[config.mk]
export PLATFORM = sky130hd
export DESIGN_NAME = mult8u_dot_seq
export DESIGN_NICKNAME = d
export VERILOG_FILES = /design/src/rtl/mult8u_pkg.sv /design/src/rtl/mult8u_lat_tag_pipe.sv /design/src/rtl/mult8u_dot_seq.sv
export SDC_FILE = /design/constraint.sdc
export NUM_CORES = 1
export LEC_CHECK = 0
export ABC_AREA = 1
export BUFFER_PORTS_ARGS = -buffer_cell sky130_fd_sc_hd__buf_2
export CORE_ASPECT_RATIO = 1.5
export CORE_MARGIN = 2
export CORE_UTILIZATION = 50
export CTS_CLUSTER_SIZE = 10
export DETAILED_ROUTE_END_ITERATION = 6
export GPL_ROUTABILITY_DRIVEN = 0
export GPL_TIMING_DRIVEN = 0
export PLACE_DENSITY = 0.86
export SLEW_MARGIN = 20
export SYNTH_ARGS = -nofsm -noshare
export SYNTH_HDL_FRONTEND = slang
export SYNTH_SLANG_ARGS = --single-unit
[constraint.sdc]
create_clock -name clk -period 3.2 [get_ports clk]
set_clock_uncertainty 0.1 [all_clocks]
set_input_delay 0.16 -clock clk [delete_from_list [all_inputs] [get_ports clk]]
set_output_delay 0.16 -clock clk [all_outputs]
set_load 0.02 [all_outputs]
[src/rtl/mult8u_pkg.sv]
// mult8u_pkg: shared widths, default multiplier latency and sequencer states
package mult8u_pkg;
  localparam int OPERAND_W = 8;
  localparam int PRODUCT_W = 16;
  localparam int DEF_MULT_LAT = 2;
  typedef enum logic [1:0] {IDLE, RUN, DRAIN, DONE} state_t;
endpackage

[src/rtl/mult8u_lat_tag_pipe.sv]
// mult8u_lat_tag_pipe: sync-reset valid-tag shift register matched to multiplier latency
module mult8u_lat_tag_pipe #(
  parameter int DEPTH = 2
) (
  input  logic clk,
  input  logic rst,
  input  logic in_tag,
  output logic out_tag,
  output logic any_tag
);
  logic [DEPTH-1:0] tag;
  always_ff @(posedge clk)
    if (rst) tag <= '0;
    else tag <= (tag << 1) | DEPTH'(in_tag);
  assign out_tag = tag[DEPTH-1];
  assign any_tag = |tag;
endmodule

[src/rtl/mult8u_dot_seq.sv]
// mult8u_dot_seq: streams operand pairs into the 8x8 multiplier and accumulates products into a dot product
module mult8u_dot_seq
  import mult8u_pkg::*;
#(
  parameter int LEN_W = 8,
  parameter int ACC_W = 24,
  parameter int MULT_LAT = DEF_MULT_LAT
) (
  input  logic                 clk,
  input  logic                 rst,
  input  logic                 start,
  input  logic [LEN_W-1:0]     len,
  input  logic                 in_valid,
  output logic                 in_ready,
  input  logic [OPERAND_W-1:0] in_a,
  input  logic [OPERAND_W-1:0] in_b,
  output logic [OPERAND_W-1:0] mult_multiplicand,
  output logic [OPERAND_W-1:0] mult_multiplier,
  input  logic [PRODUCT_W-1:0] mult_product,
  output logic                 res_valid,
  input  logic                 res_ready,
  output logic [ACC_W-1:0]     result,
  output logic                 ovf,
  output logic                 busy
);
  state_t st, nxt;
  logic [LEN_W-1:0] len_q, cnt;
  logic [ACC_W-1:0] acc;
  logic [ACC_W:0] sum;
  logic fire, out_tag, any_tag;
  mult8u_lat_tag_pipe #(.DEPTH(MULT_LAT)) u_tags (
    .clk(clk), .rst(rst), .in_tag(fire), .out_tag(out_tag), .any_tag(any_tag)
  );
  always_comb begin
    in_ready = st == RUN;
    res_valid = st == DONE;
    busy = st != IDLE;
    fire = in_valid & in_ready;
    mult_multiplicand = fire ? in_a : '0;
    mult_multiplier = fire ? in_b : '0;
    result = res_valid ? acc : '0;
    sum = {1'b0, acc} + {{(ACC_W+1-PRODUCT_W){1'b0}}, mult_product};
    nxt = st;
    unique case (st)
      IDLE:  nxt = start ? ((len == '0) ? DONE : RUN) : IDLE;
      RUN:   nxt = (fire && cnt == len_q - 1'b1) ? DRAIN : RUN;
      DRAIN: nxt = any_tag ? DRAIN : DONE;
      DONE:  nxt = res_ready ? IDLE : DONE;
    endcase
  end
  always_ff @(posedge clk)
    if (rst) begin
      st <= IDLE;
      len_q <= '0;
      cnt <= '0;
      acc <= '0;
      ovf <= 1'b0;
    end else begin
      st <= nxt;
      if (st == IDLE && start) begin
        len_q <= len;
        cnt <= '0;
        acc <= '0;
        ovf <= 1'b0;
      end else begin
        if (fire) cnt <= cnt + 1'b1;
        if (out_tag) begin
          acc <= sum[ACC_W-1:0];
          if (sum[ACC_W]) ovf <= 1'b1;
        end
      end
    end
endmodule

Word-level counts from Yosys, hierarchy flattened

Cells that the tools add are included.

Logic and storage cells: 32
Bits in registers: 45

Bitwise operators: 2
$add $sub $neg: 3
Equality and inequality tests: 4
Reductions and logical operators: 8
Multiplexer cells: 9

Operators with widths:

| operator                                                            | count |
|---|---|
| 24-bit by 16-bit adder with 25-bit output                           | 1 |
| 24-bit 2-to-1 mux                                                   | 1 |
| 8-bit 2-to-1 mux                                                    | 2 |
| 8-bit by 1-bit adder with 8-bit output (second input constant)      | 1 |
| 8-bit == test                                                       | 1 |
| 8-bit logical NOT                                                   | 1 |
| 2-bit 2-to-1 mux                                                    | 4 |
| 2-bit one-hot mux with 4 select lines                               | 1 |
| 8-bit by 1-bit subtractor with 8-bit output (second input constant) | 1 |
| 2-bit == test (second input constant)                               | 2 |
| 2-bit OR reduction                                                  | 2 |
| 2-bit by 1-bit == test with 1-bit output (second input constant)    | 1 |
| 1-bit logical AND                                                   | 2 |
| 2-bit logical NOT                                                   | 1 |
| 2-bit by 1-bit OR with 2-bit output                                 | 1 |
| 2-bit AND reduction                                                 | 1 |
| 2-bit nonzero test                                                  | 1 |
| 1-bit AND                                                           | 1 |
| 1-bit 2-to-1 mux                                                    | 1 |

Longest topological paths before layout

Word-level depth: 5
Depth in mapped cells: 14
Mapped depth without buffers: 14

Hierarchy

A second synthesis with hierarchy kept.

Cells, all modules: 539
Area, all modules: 3289.4 sq um

By module, submodules not included:

| module              | times used | seq. area each (sq um) | area each (sq um) | cells an instance |
|---|---|---|---|---|
| mult8u_dot_seq      | 1          | 860.8                  | 3224.3            | 531 |
| mult8u_lat_tag_pipe | 1          | 40.0                   | 65.1              | 8 |

Least setup slack after synthesis

Ideal clock, no wire load.

Path type: reg2reg
Start point: reg acc[0]
End point: reg acc[10]
Arrival time: 1.684 ns
Cell stages (with the launch flop): 12
Required time: 2.991 ns
Period minus slack after synthesis: 1.893 ns
Path slack: 1.307 ns
Buffers on the path: 0
Setup time: 0.109 ns
Path through: dfxtp_1 ha_1 fa_1 nand3_1 nand3_2 a21oi_1 inv_1 nand2_1 a21o_1 nand3_1 nand2_1 inv_1

Word-level cells in the longest chain between the ends: 1

RTL lines:

| element                                   | line                 | RTL |
|---|---|---|
| start, declared                           | mult8u_dot_seq.sv:28 | `logic [ACC_W-1:0] acc;` |
| start signal, assigned                    | mult8u_dot_seq.sv:68 | `acc <= sum[ACC_W-1:0];` |
| 24-bit by 16-bit adder with 25-bit output | mult8u_dot_seq.sv:42 | `sum = {1'b0, acc} + {{(ACC_W+1-PRODUCT_W){1'b0}}, mult_product};` |

No other way between the ends.
A chain may end at the register's enable or synchronous reset.

Worst setup path in the final report

Start point: reg acc[0]
End point: reg acc[14]

The elaborated chain is that of the path after synthesis.

==> metrics.txt <==
Iter 0 DRT Violations=161; worst setup path class=flop to flop; antenna violations before repair=0; Finished Layout Cells=737; worst min-delay path class=input port to flop; Global Route Usage Sum=0.232; final hold vios=0; LEAKAGE=2.13 nW; R2R Setup Slk=980 ps; Synth cell types=35; CP startpoint kind=flop; internal power=0.000827 W; grt peak-use layer=met2; WL/cell=12.1 um; die area=7490 um2; GR Overflow Total=0; Post-CTS Repair Setup Buffers=0; FFs w/ async S/R, synth=0; Net Sw Frac=0.320; Yosys top cell by area=dfxtp_1; vias per cell=5.19; count leader, synth=inv_1; Num CTS Buffers=5; RSZ-0062 raised after global routing=false; htree depth=2; maximum VDD drop=283 uV; met3 Track Usage GR=0.0318; Slew Limit Fails=0; Pre-antenna DRT Iters=5; prevailing post-synth register cell=dfxtp_1; filler instances=634; Final WS setup=982 ps; layout cells sized above 1=0.172; CP arrival=2340 ps; Initial Utilization=0.521; count of input and output buffers=88; TritonCTS clock tree=done; Max clock buf depth=2; number of clock sinks=45; met2 usage=0.449; Die Wd=71.3 um; final worst-path cycle share=0.693; power per cell area=303 nW/um2; Worst-Skew Late Latency=310 ps; number of global-route vias before repair=3531; Placed Cells=729; DP HPWL=7270 um; # setup viols final=0; ANT cells=0; Max-cap violations=0; sequential element share of the synthesized area=0.265; Req. time, crit path=3320 ps; Slew @ Worst Pin=579 ps; nets=724; pre-CTS WS=1000 ps; CTS clk-pin slew, worst paths=100 ps; synth warn=0; crit end category=flop; CTS Root Cell=clkbuf_8; EDFF count, synth=0; Die Ht=105 um; Final TNS setup=0 ps; pin count of the biggest net entering global routing=14; Yosys reg bits=45; Yosys top cell area share=0.265; Detail Route Antenna Nets=0; Boundary Pins=89; Psw=0.000390 W; commonest cells in the synthesized netlist=inv_1, nand2_1, nor2_1; drt total wl=8900 um; Max transition margin=0.614; DRC Markers=0; CORE AREA=6530 um2; Area Overhead vs Synth=18.2%; number of standard cells after synthesis=565; Mapped Nets=629; f_max=451 MHz; met1 usage=0.228; Comb pwr share=0.223; syn avg cell area=6.02 um2; Post-CTS Hold Fix Bufs=0; status=completed; Reg power frac=0.484; post-synthesis cell area=3400 um2; first-pass GRT wire length=14300 um; number of cells upsized or downsized after cts=0; total vias in the final route=3824; Clk pwr share=0.294; Row Count=36; critical path fanouts, max=3; crit path time final=2220 ps; top post-synthesis cells by area=dfxtp_1, inv_1, nand2_1
[metrics by stage]
stage / hold slack (ps) / util / total power (W) / area, um2
2_1_floorplan: 132 / - / 0.000789 / 3400
6_report: 16.8 / 0.615 / 0.00122 / 4020
5_1_grt: 52.9 / 0.615 / 0.00129 / 4020
3_3_place_gp: 326 / 0.603 / 0.000863 / 3940
4_1_cts: 17.2 / 0.615 / 0.00122 / 4020
3_5_place_dp: 333 / 0.603 / 0.000871 / 3940
[routing by layer]
| layer | vias up | routed length [um] |
|---|---|---|
| met5 | - | 0 |
| met4 | 0 | 370 |
| met3 | 30 | 503 |
| met2 | 143 | 4800 |
| met1 | 1683 | 3230 |
| li1 | 1968 | - |
[power by group through the flow]
stage / Combinational (W) / Clock [W] / Sequential, W
detailed placement: 0.000269 / 0 / 0.000602
finish: 0.000271 / 0.000357 / 0.000589
global placement: 0.000262 / 0 / 0.000601
floorplan: 0.000191 / 0 / 0.000598
global route: 0.000307 / 0.000387 / 0.000592
CTS: 0.000270 / 0.000363 / 0.000589
[sequential cells by signal (all words and copies together), names as in the netlist]
signal	count
acc	24
cnt	8
len_q	8
ovf	1
st	2
u_tags.tag	2
[worst max-delay path, stage by stage, from the launching register on]
cell     delay (ps)
dfxtp_1         320
ha_1            220
fa_1            450
nand3_1         120
nand3_2         110
a21oi_1         360
o21ai_1         160
nand2_1          80
nand2_1          50
o21ai_1         130
inv_1            50
[cell usage in the layout (no fill, tap or decap)]
| master | count |
|---|---|
| inv_1 | 102 |
| nand2_1 | 99 |
| nor2_1 | 96 |
| buf_2 | 91 |
| a21oi_1 | 55 |
| dfxtp_1 | 45 |
| nand3_1 | 40 |
| o21ai_0 | 20 |
| ha_1 | 18 |
| o21ai_1 | 15 |
| clkbuf_1 | 10 |
| nor3_1 | 9 |
| xor2_1 | 8 |
| xnor2_1 | 7 |
| nand4_1 | 6 |
| inv_2 | 5 |
| clkbuf_8 | 5 |
| nor2_2 | 4 |
| nand3_2 | 3 |
| nor4_1 | 3 |
| a21boi_1 | 2 |
| a21o_1 | 2 |
| clkinv_2 | 2 |
| nand2_2 | 1 |
| a211oi_1 | 1 |
| nor2_4 | 1 |
| nor3_2 | 1 |
| clkinv_1 | 1 |
| nor4_4 | 1 |
| o21a_1 | 1 |
| o22ai_1 | 1 |
| and2_1 | 1 |
| buf_1 | 1 |
| o21bai_1 | 1 |
| or2_1 | 1 |
| a31oi_1 | 1 |
| fa_1 | 1 |
[cell families after synthesis]
logic type,Yosys count,synth area share
adder cells (fa/ha/maj),19,0.0721
XOR/XNOR,15,0.0386
buffers and inverters,121,0.135
flip-flops,45,0.265
AO/OA/AOI/OAI,99,0.152
AND/OR/NAND/NOR,266,0.338
[layout make-up]
cell class	count	area [um2]	area share
Clock inverter	2	10.0	0.00249
Buffer	13	52.6	0.0131
Timing Repair Buffer	88	440	0.110
Multi-Input combinational cell	399	2040	0.508
Inverter	108	405	0.101
Sequential cell	45	901	0.224
Tap cell	76	95.1	0.0237
Clock buffer	6	72.6	0.0181
[path summary, 6_finish.rpt]
path	from	endpoint	cells after the start
worst max-delay path	acc[0]	acc[14]	10
worst min-delay path	len[6]	len_q[6]	3
worst max register to register	acc[0]	acc[14]	10
worst min register to register	ovf	ovf	2
No activity file was read; power rests on OpenSTA's default activity.
